--- src/rtl/fixed_point_pkg.sv ---
// Shared definitions for the fixed-point arithmetic blocks: divider FSM states
// and saturation limits for W-bit two's complement results.
package fixed_point_pkg;

    typedef enum logic [1:0] {
        ST_IDLE = 2'd0,
        ST_CALC = 2'd1,
        ST_FIX  = 2'd2
    } div_state_e;

    // Largest positive W-bit two's complement value (0x7F..F), w in 1..64.
    function automatic logic [63:0] sat_max(input int w);
        return (64'd1 << (w - 1)) - 64'd1;
    endfunction

    // Bit pattern of the most negative W-bit value (0x80..0); also the largest
    // magnitude a negative result may have.
    function automatic logic [63:0] sat_min(input int w);
        return 64'd1 << (w - 1);
    endfunction

endpackage

--- src/rtl/fixed_point_sat.sv ---
// Applies a sign to an unsigned magnitude and saturates it into a W-bit two's
// complement value. Purely combinational; MW and W must each be at most 63.
module fixed_point_sat
    import fixed_point_pkg::*;
#(
    parameter int MW = 18,
    parameter int W  = 16
) (
    input  logic [MW-1:0] mag,
    input  logic          neg,
    output logic [W-1:0]  value,
    output logic          ovf
);

    localparam int CW = ((MW > W) ? MW : W) + 1;

    logic [CW-1:0] mag_ext_s;
    logic [CW-1:0] lim_pos_s;
    logic [CW-1:0] lim_neg_s;

    // Compare the full magnitude against the limit for the requested sign.
    always_comb begin
        mag_ext_s = CW'(mag);
        lim_pos_s = CW'(sat_max(W));
        lim_neg_s = CW'(sat_min(W));
        value     = W'(mag_ext_s);
        ovf       = 1'b0;
        if (neg) begin
            if (mag_ext_s > lim_neg_s) begin
                value = W'(lim_neg_s);
                ovf   = 1'b1;
            end else begin
                value = ~W'(mag_ext_s) + W'(1'b1);
                ovf   = 1'b0;
            end
        end else begin
            if (mag_ext_s > lim_pos_s) begin
                value = W'(lim_pos_s);
                ovf   = 1'b1;
            end else begin
                value = W'(mag_ext_s);
                ovf   = 1'b0;
            end
        end
    end

endmodule

--- src/rtl/fixed_point_div.sv ---
// Signed fixed-point divider, data_out = in_1 / in_2, using an iterative
// restoring algorithm that yields one quotient bit per clock at fixed latency.
module fixed_point_div
    import fixed_point_pkg::*;
#(
    parameter int WI_1 = 3,
    parameter int WF_1 = 5,
    parameter int WI_2 = 3,
    parameter int WF_2 = 5,
    parameter int WI_O = WI_1 + WF_2,
    parameter int WF_O = WF_1 + WF_2
) (
    input  logic                   clk,
    input  logic                   rst,
    input  logic                   start,
    input  logic [WI_1+WF_1-1:0]   in_1,
    input  logic [WI_2+WF_2-1:0]   in_2,
    output logic                   ready,
    output logic                   valid,
    output logic [WI_O+WF_O-1:0]   data_out,
    output logic                   ovf,
    output logic                   div_zero
);

    localparam int N1   = WI_1 + WF_1;
    localparam int N2   = WI_2 + WF_2;
    localparam int SH   = WF_2 + WF_O - WF_1;
    localparam int NW   = N1 + SH;
    localparam int W_O  = WI_O + WF_O;
    localparam int CNTW = $clog2(NW + 1);

    generate
        if (SH < 0) begin : g_bad_format
            $error("fixed_point_div: WF_2 + WF_O must be >= WF_1");
        end
    endgenerate

    div_state_e     state_r, state_s;
    logic [CNTW-1:0] cnt_r;
    logic [NW-1:0]  num_r;
    logic [NW-1:0]  quo_r;
    logic [N2:0]    div_r;
    logic [N2:0]    rem_r;
    logic           sign_r;
    logic           dz_r;
    logic           in1_neg_r;
    logic           in1_nz_r;

    logic [N1:0]    mag1_s;
    logic [N2:0]    mag2_s;
    logic [NW-1:0]  num_init_s;
    logic [N2+1:0]  rem_sh_s;
    logic [N2+1:0]  rem_sub_s;
    logic [W_O-1:0] sat_val_s;
    logic           sat_ovf_s;
    logic [W_O-1:0] res_s;
    logic           res_ovf_s;

    // Magnitudes are one bit wider than the operands so -2^(n-1) stays exact.
    always_comb begin
        mag1_s     = in_1[N1-1] ? (~{in_1[N1-1], in_1} + (N1+1)'(1'b1)) : {1'b0, in_1};
        mag2_s     = in_2[N2-1] ? (~{in_2[N2-1], in_2} + (N2+1)'(1'b1)) : {1'b0, in_2};
        num_init_s = NW'(mag1_s) << SH;
        rem_sh_s   = {rem_r, num_r[NW-1]};
        rem_sub_s  = rem_sh_s - {1'b0, div_r};
    end

    // Next-state logic.
    always_comb begin
        state_s = state_r;
        case (state_r)
            ST_IDLE: begin
                if (start) begin
                    state_s = ST_CALC;
                end else begin
                    state_s = ST_IDLE;
                end
            end
            ST_CALC: begin
                if (cnt_r == CNTW'(NW - 1)) begin
                    state_s = ST_FIX;
                end else begin
                    state_s = ST_CALC;
                end
            end
            ST_FIX:  state_s = ST_IDLE;
            default: state_s = ST_IDLE;
        endcase
    end

    fixed_point_sat #(
        .MW (NW),
        .W  (W_O)
    ) u_sat (
        .mag   (quo_r),
        .neg   (sign_r),
        .value (sat_val_s),
        .ovf   (sat_ovf_s)
    );

    // Divide by zero forces the saturation limit matching the dividend's sign.
    always_comb begin
        res_s     = sat_val_s;
        res_ovf_s = sat_ovf_s;
        if (dz_r) begin
            if (in1_neg_r) begin
                res_s     = W_O'(sat_min(W_O));
                res_ovf_s = 1'b1;
            end else if (in1_nz_r) begin
                res_s     = W_O'(sat_max(W_O));
                res_ovf_s = 1'b1;
            end else begin
                res_s     = {W_O{1'b0}};
                res_ovf_s = 1'b0;
            end
        end else begin
            res_s     = sat_val_s;
            res_ovf_s = sat_ovf_s;
        end
    end

    // State register, iteration datapath and registered outputs.
    always_ff @(posedge clk) begin
        if (rst) begin
            state_r   <= ST_IDLE;
            cnt_r     <= {CNTW{1'b0}};
            num_r     <= {NW{1'b0}};
            quo_r     <= {NW{1'b0}};
            div_r     <= {(N2+1){1'b0}};
            rem_r     <= {(N2+1){1'b0}};
            sign_r    <= 1'b0;
            dz_r      <= 1'b0;
            in1_neg_r <= 1'b0;
            in1_nz_r  <= 1'b0;
            ready     <= 1'b1;
            valid     <= 1'b0;
            data_out  <= {W_O{1'b0}};
            ovf       <= 1'b0;
            div_zero  <= 1'b0;
        end else begin
            state_r <= state_s;
            ready   <= (state_s == ST_IDLE);
            valid   <= (state_r == ST_FIX);
            case (state_r)
                ST_IDLE: begin
                    if (start) begin
                        cnt_r     <= {CNTW{1'b0}};
                        num_r     <= num_init_s;
                        quo_r     <= {NW{1'b0}};
                        div_r     <= mag2_s;
                        rem_r     <= {(N2+1){1'b0}};
                        sign_r    <= in_1[N1-1] ^ in_2[N2-1];
                        dz_r      <= (in_2 == {N2{1'b0}});
                        in1_neg_r <= in_1[N1-1];
                        in1_nz_r  <= (in_1 != {N1{1'b0}});
                    end
                end
                ST_CALC: begin
                    cnt_r <= cnt_r + CNTW'(1'b1);
                    num_r <= num_r << 1;
                    if (rem_sh_s >= {1'b0, div_r}) begin
                        rem_r <= (N2+1)'(rem_sub_s);
                        quo_r <= {quo_r[NW-2:0], 1'b1};
                    end else begin
                        rem_r <= (N2+1)'(rem_sh_s);
                        quo_r <= {quo_r[NW-2:0], 1'b0};
                    end
                end
                ST_FIX: begin
                    data_out <= res_s;
                    ovf      <= res_ovf_s;
                    div_zero <= dz_r;
                end
                default: begin
                end
            endcase
        end
    end

endmodule
--- config.mk ---
export PLATFORM = sky130hd
export DESIGN_NAME = fixed_point_div
export DESIGN_NICKNAME = d
export VERILOG_FILES = /design/src/rtl/fixed_point_pkg.sv /design/src/rtl/fixed_point_sat.sv /design/src/rtl/fixed_point_div.sv
export SDC_FILE = /design/constraint.sdc
export NUM_CORES = 1
export LEC_CHECK = 0
export BUFFER_PORTS_ARGS = -buffer_cell sky130_fd_sc_hd__buf_2
export CORE_MARGIN = 1.5
export CORE_UTILIZATION = 60
export CTS_BUF_LIST = sky130_fd_sc_hd__clkbuf_8
export DETAILED_ROUTE_END_ITERATION = 10
export PLACE_DENSITY = 0.91
export SLEW_MARGIN = 15
export SYNTH_ARGS = -nofsm -noshare
export SYNTH_HDL_FRONTEND = slang
export SYNTH_SLANG_ARGS = --single-unit
--- constraint.sdc ---
create_clock -name clk -period 3 [get_ports clk]
set_clock_uncertainty 0.1 [all_clocks]
set_input_delay 0.3 -clock clk [delete_from_list [all_inputs] [get_ports clk]]
set_output_delay 0.3 -clock clk [all_outputs]
set_load 0.03 [all_outputs]
==> qor.yml, run 1 <==
run_status:
  status: "complete, but fails checks"
  violations: "DRC"
synthesis:
  synth_top_area_share_pct: 38.1
  synth_area_um2: 4050
  synth_area_per_cell_um2: 8.22
  yosys_warnings: 0
  ys_top_cells_by_area: "dfxtp_1, nor2_1, ha_1"
  synth_ff_type: "dfxtp_1"
  yosys.area.top_type: "dfxtp_1"
  ys_ff_latch: 77
  async_flop_share_pct: 0
  ys_types: 59
  synth_edf_count: 0
  yosysSeqAreaShare_pct: 38.1
  synth_nets: 526
  syn_inst: 492
clock_tree:
  cts.clk_slew.worst_paths_ps: 80
  ctsRootBufferMaster: "clkbuf_8"
  cts_tree: "done"
  htreeDepth: 3
  insertion_delay_ps: 350
  cts_resized: 0
  numCtsBuffers: 9
  post_cts_buffers: 0
  cts_hold_buf: 0
  cts_sinks: 77
  clock_path_buffers: 2
grt:
  grt_pass1_wl_mm: 16.6
  antenna_found_initial: 0
  grt_max_degree: 31
  grt_usage_pct: 28.6
  grt-ovfl-total: 0
  first_global_vias: 3660
sta:
  setup-tns-final_ps: 0
  rsz0062_at_grt: "false"
  hold_slack_ps: 110
  setup_viol: 0
  tightest_slew_ps: 842
  drv_slew: 0
  min_period_ps: 2770
  max-slew-margin-rel_pct: 43.7
  fmax_ghz: 0.361
  hold_viol_final: 0
  post-route-period-util_pct: 92.4
pwr:
  max-vdd-ir-drop_mv: 0.443
  power.switching_uw: 934
  power_leakage_uw: 0.00179
  power_frac_seq_pct: 40.3
  p_comb_share_pct: 31.2
  sw_frac_of_total_pct: 33.4
  power_uw: 2800
  p_per_area_nw_per_um2: 626
  pwr-share-clk_pct: 28.4
  internal-power_uw: 1860
setup_path:
  cp_slowest_cell: "or4b_4"
  critPathKind: "flip-flop to flip-flop"
  r2r-end: "data_out[9]"
  cp_max_fo: 8
  setup.worst_path.start_class: "flip-flop"
  r2r_cells: 8
  end_kind: "flip-flop"
  worstPathRequired_ps: 3160
  path_delay_family: "simple AND/OR/NAND/NOR gates"
  slowest_delay_ps: 510
  cp_num_buf_inv: 1
  reg2reg_slack_ps: 230
  crit-reg2reg-launch: "quo_r[1]"
  worstPathCellList: "inv_1, ha_1, or4b_4, or3_1, o21a_4, nor2_4, o211ai_1, a311oi_1"
  crit_arrival_ps: 2930
drt:
  wirelength_mm: 9.70
  met1Wirelength_mm: 4.07
  first_pass_iters: 10
  dr.max_layer_used: "met4"
  drt-initial-drc-count: 395
  route.met2.wl_mm: 4.78
  viasPerCell: 6.39
  antenna_left: 0
  wl_per_cell_um: 16.2
  met3_length_um: 571
  num_vias: 3832
  drc: 2
final_layout:
  multi_input_area_um2: 2300
  drive_gt1_share_pct: 14.5
  finalNetCount: 552
  diodes: 0
  ff_latch_area_um2: 1540
  fillCellCount: 509
  final_cell_area_um2: 4470
  syn2layout_area_growth_pct: 10.4
  utilization_pct: 69.6
die:
  start_util_pct: 63.0
  core_um2: 6420
  ios: 41
  fp.dieW_um: 85.1
  dieHeight_um: 85.1
  die_area_um2: 7250
  rows: 29
placed_design:
  portBuffers: 40
  dpl.hpwl_mm: 6.86
  gp_congestion: 0.931
  dpl_cell_area_um2: 4270
hold_path:
  min-delay-start: "in_1[0]"
  hp-class: "input pin to flip-flop"
  min_to: "num_r[10]"
  whs_path_depth: 3
job:
  cap_violations: 0
[sequential cells by signal, summed over array words and instances, names as in the netlist, 2 cells and up]
| register | count |
|---|---|
| data_out | 18 |
| quo_r | 18 |
| div_r | 9 |
| rem_r | 9 |
| num_r | 8 |
| cnt_r | 5 |
| state_r | 2 |
[tightest hold or removal path, stage by stage]
cell,delay [ps]
buf_2,100
a22oi_1,60
nor2_1,70
[kinds of logic (layout without fill, tap and decap cells)]
group	count (synthesis)	in the layout	share of synthesized area [%]
compound gates	149	149	26.1
xor+xnor	18	18	3.90
fa+ha+maj	15	15	4.82
buf+inv	53	84	5.13
flops	77	77	38.1
mux	6	6	1.52
simple gates	174	174	20.4
[stage by stage]
step | cells | setup slack, ps
CTS | 600 | 257
global placement | 584 | 372
floorplan | 492 | 382
finish | 600 | 229
detailed placement | 584 | 254
global route | 600 | 78.0
[layer usage]
metal	track usage (%)	up-vias
met5	0	-
met4	11.9	0
met3	7.49	37
met2	48.8	159
met1	34.0	1805
li1	-	1831
[Yosys cell counts, drive strengths merged (7+ instances only)]
master,instances
dfxtp,77
clkbuf,28
a22o,17
nand2b,9
inv,21
or3,9
o31ai,7
a21oi,29
a311oi,8
nor3,20
a211oi,17
nand2,38
o21ai,33
xnor2,12
nor2,66
ha,14
[worst max path at each step]
| stage | cells past startpoint | endpoint | start | slack (ps) |
|---|---|---|---|---|
| after floorplan | 10 | rem_r[6] | num_r[17] | 380 |
| after global placement | 8 | data_out[1] | quo_r[0] | 370 |
| after detailed placement | 8 | data_out[9] | quo_r[0] | 250 |
| after CTS | 8 | data_out[9] | quo_r[0] | 260 |
| after global routing | 8 | data_out[9] | quo_r[0] | 80 |
| final | 8 | data_out[9] | quo_r[1] | 230 |
[placed cells by master (no fill, tap or decap), types with 6 or more instances in the layout]
cell      synthesis  layout
a211oi_1         17      17
a21oi_1          28      28
a222oi_1          6       6
a22o_1           17      17
a311oi_1          7       7
buf_2             1      40
buf_4             0       7
clkbuf_8          0      10
dfxtp_1          77      77
ha_1             14      14
inv_1            21      22
nand2_1          38      38
nand2b_1          9       9
nor2_1           65      65
nor3_1           20      20
o21ai_0          31      31
o31ai_1           7       7
or3_1             9       9
xnor2_1          12      12
xor2_1            6       6
[final cells by class]
class                      count  share of cell area, %
sequential                    77                   34.5
clock buffer                  10                   3.08
inverter                      21                   1.76
clock inverter                 6                   1.40
multi-input combinational    362                   51.4
timing repair buffer          47                   5.66
tap                           77                   2.16
[power groups by stage]
stage	Clock, µW	Combinational, µW	Sequential, µW
global placement	0	832	1150
detailed placement	0	855	1150
CTS	806	859	1130
floorplan	0	703	1130
finish	794	874	1130
global route	842	966	1140
Power figures use the tool's default switching activity.
==> inputs of run 2 (changes only) <==
--- a/config.mk
+++ b/config.mk
@@ -7,8 +7,11 @@
 export LEC_CHECK = 0
+export ABC_AREA = 1
 export BUFFER_PORTS_ARGS = -buffer_cell sky130_fd_sc_hd__buf_2
+export CELL_PAD_IN_SITES_DETAIL_PLACEMENT = 0
+export CELL_PAD_IN_SITES_GLOBAL_PLACEMENT = 2
 export CORE_MARGIN = 1.5
-export CORE_UTILIZATION = 60
+export CORE_UTILIZATION = 35
 export CTS_BUF_LIST = sky130_fd_sc_hd__clkbuf_8
 export DETAILED_ROUTE_END_ITERATION = 10
-export PLACE_DENSITY = 0.91
+export PLACE_DENSITY = 0.92
 export SLEW_MARGIN = 15
==> constraint.sdc (replaced) <==
create_clock -name clk -period 3 [get_ports clk]
set_clock_uncertainty 0.1 [all_clocks]
set_input_delay 0.15 -clock clk [delete_from_list [all_inputs] [get_ports clk]]
set_output_delay 0.15 -clock clk [all_outputs]
set_load 0.03 [all_outputs]
==> run 2 against run 1 <==
Against the previous run:
- the flow now finishes without violations
- routed wire length rose by 19%
- register-to-register slack improved by 570 ps
- sequential cell count did not move
- cell count rose by 40%
- clock power rose by 9.9%
- synthesized cell count rose by 29%
- worst setup slack improved by 570 ps
- global-route usage fell by 11 points
- critical path type unchanged
==> qor.yml, run 2 <==
drt:
  viasPerCell: 5.00  # -22%
  wl_per_cell_um: 13.8  # -15%
  drt-initial-drc-count: 230  # -42%
  wirelength_mm: 11.6  # +19%
  antenna_left: 0  # unchanged
  num_vias: 4197  # +9.5%
  drc: 0  # -2
  first_pass_iters: 5  # -5
final_layout:
  ff_latch_area_um2: 1540  # unchanged
  final_common_cell: "nand2_1"
  drive_gt1_share_pct: 14.8  # +0.29 points
  syn2layout_area_growth_pct: 12.2
  fillCellCount: 1367  # +170%
  finalNetCount: 698  # +26%
  utilization_pct: 40.1  # -29 points
  final_cell_mix: "nand2_1, dfxtp_1, inv_1"
  diodes: 0  # unchanged
  multi_input_area_um2: 2500  # +8.9%
  top_regs: "data_out: 18 flops, quo_r: 18 flops"
synthesis:
  syn_inst: 633  # +29%
  synth_ff_type: "dfxtp_1"
  async_flop_share_pct: 0  # unchanged
  synthAdderAreaFrac_pct: 4.37  # -0.45 points
  yosysSeqAreaShare_pct: 34.5  # -3.6 points
  synth-simple-area-share_pct: 30.1  # +9.7 points
  synth_area_per_cell_um2: 7.06  # -14%
  synth_edf_count: 0  # unchanged
  synthTopCellsByCount: "nand2_1, dfxtp_1, inv_1"
  yosys_warnings: 0  # unchanged
  ys_top_cells_by_area: "dfxtp_1, nand2_1, o21ai_0"
  ys_ff_latch: 77  # unchanged
  synth_top_family_by_area: "simple AND/OR/NAND/NOR gates"
  synth.most_common_cell: "nand2_1"
  synth_area_um2: 4470  # +10%
  synth_compound_area_share_pct: 19.0  # -7.1 points
  yosys.area.top_type: "dfxtp_1"
  synth_nets: 667  # +27%
  ys_types: 46  # -22%
  synth_mux_area_share_pct: 0  # -1.5 points
  synth_top_area_share_pct: 34.5  # -3.6 points
  synth_xor_area_share_pct: 2.55  # -1.3 points
pwr:
  power_leakage_uw: 0.00226  # +27%
  p_per_area_nw_per_um2: 648  # +3.6%
  max-vdd-ir-drop_mv: 0.270  # -39%
  power_uw: 3250  # +16%
setup_path:
  slowest_delay_ps: 620  # +110 ps
  path_delay_family: "simple AND/OR/NAND/NOR gates"
  crit_arrival_ps: 2370  # -560 ps
  end_kind: "flip-flop"
  worstPathCellList: "inv_1, nand2_1, nand2_1, nor2_1, inv_1, o22ai_1"
  cp_num_buf_inv: 2  # +1
  cp_max_fo: 12  # +4
  setup.worst_path.start_class: "flip-flop"
  worstPathRequired_ps: 3170  # about the same
  cp_slowest_cell: "nor2_1"
  critPathKind: "flip-flop to flip-flop"
clock_tree:
  ctsRootBufferMaster: "clkbuf_8"
  cts_hold_buf: 3  # +3
  clock_path_buffers: 2  # unchanged
  insertion_delay_ps: 360  # about the same
  htreeDepth: 3  # unchanged
  post_cts_buffers: 0  # unchanged
  cts_resized: 0  # unchanged
  numCtsBuffers: 9  # unchanged
  cts.clk_slew.worst_paths_ps: 90  # about the same
  cts_sinks: 77  # unchanged
  cts_tree: "done"
sta:
  hold_viol_final: 0  # unchanged
  setup-tns-final_ps: 0  # unchanged
  setup_viol: 0  # unchanged
  rsz0062_at_grt: "false"
  fmax_ghz: 0.454  # +26%
  min_period_ps: 2200  # -567 ps
  drv_slew: 0  # unchanged
  max-slew-margin-rel_pct: 38.5  # -5.3 points
  post-route-period-util_pct: 73.4  # -19 points
  setup_ws_ps: 797  # +567 ps
  tightest_slew_ps: 922  # +79.7 ps
grt:
  grt_max_degree: 35  # +13%
  grt-ovfl-total: 0  # unchanged
  grt_usage_pct: 18.0  # -11 points
  antenna_found_initial: 0  # unchanged
  grt_pass1_wl_mm: 19.1  # +15%
  first_global_vias: 3892  # +6.3%
hold_path:
  hp-class: "input pin to flip-flop"
die:
  fp.dieW_um: 116  # +36%
  ios: 41  # unchanged
  die_area_um2: 13400  # +86%
  core_um2: 12500  # +95%
  start_util_pct: 35.7  # -27 points
  rows: 41  # +41%
  dieHeight_um: 116  # +36%
run_status:
  status: "complete, no violations"
placed_design:
  dpl.hpwl_mm: 8.56  # +25%
  gp_congestion: 0.856  # -8.0%
  dp_worst_setup_slack_ps: 789  # +535 ps
  portBuffers: 40  # unchanged
job:
  cap_violations: 0  # unchanged
## run 2: cell count changes in the layout (fill, tap and decap cells not counted), moves of 17 or more
cell	delta
nor2_1	-24
o21ai_0	+21
nand2_1	+119
nand3_1	+34
a22o_1	-17
inv_1	+48
## run 2: kinds of logic (layout without fill, tap and decap cells)
kind of cell	count (synthesis)	after routing
DFF	77	77
and+or+nand+nor	288	288
AOI/OAI and AO/OA	138	138
adders and majority gates	15	15
xor gates and xnor gates	13	13
buffers and inverters	102	137
## run 2: worst reg2reg max path, delay by kind of cell (launching register included)
kind / cells / cell delay, ps
buf+inv: 2 / 450
simple gates: 3 / 980
compound gates: 1 / 210
flops: 1 / 380
## run 2: per-stage QoR
| stage | area [µm²] | hold WS (ps) | cells |
|---|---|---|---|
| floorplan | 4470 | 149 | 633 |
| global placement | 4770 | 306 | 822 |
| detailed placement | 4770 | 307 | 822 |
| CTS | 5010 | 14.1 | 840 |
| global route | 5010 | 31.0 | 840 |
| finish | 5010 | 21.5 | 840 |
## run 2: worst paths after layout
kind / startpoint / endpoint / slack, ps / cells past startpoint
setup / recovery: state_r[1] / quo_r[7] / 800 / 6
hold / removal: in_2[4] / div_r[4] / 20 / 3
setup reg to reg: state_r[1] / quo_r[7] / 800 / 6
hold reg to reg: div_zero / div_zero / 370 / 2
## run 2: layout make-up
type	instances	area share (%)
clock inverter	5	1.52
sequential	77	30.7
multi-input combinational	454	49.9
tap	172	4.29
timing repair buffer	47	5.19
clock buffer	10	2.75
inverter	75	5.62
## run 2: report_power, final
part	leakage (µW)	switching (µW)	internal, µW	total, µW
clock network	0.000110	390	483	873
logic	0.00153	792	434	1230
registers	0.000626	59.2	1090	1150
## run 2: routing by layer
layer | track usage [%] | routed length (µm)
met1 | 26.3 | 5940
met2 | 27.6 | 5040
met3 | 2.82 | 497
met4 | 4.47 | 99
met5 | 0 | 0
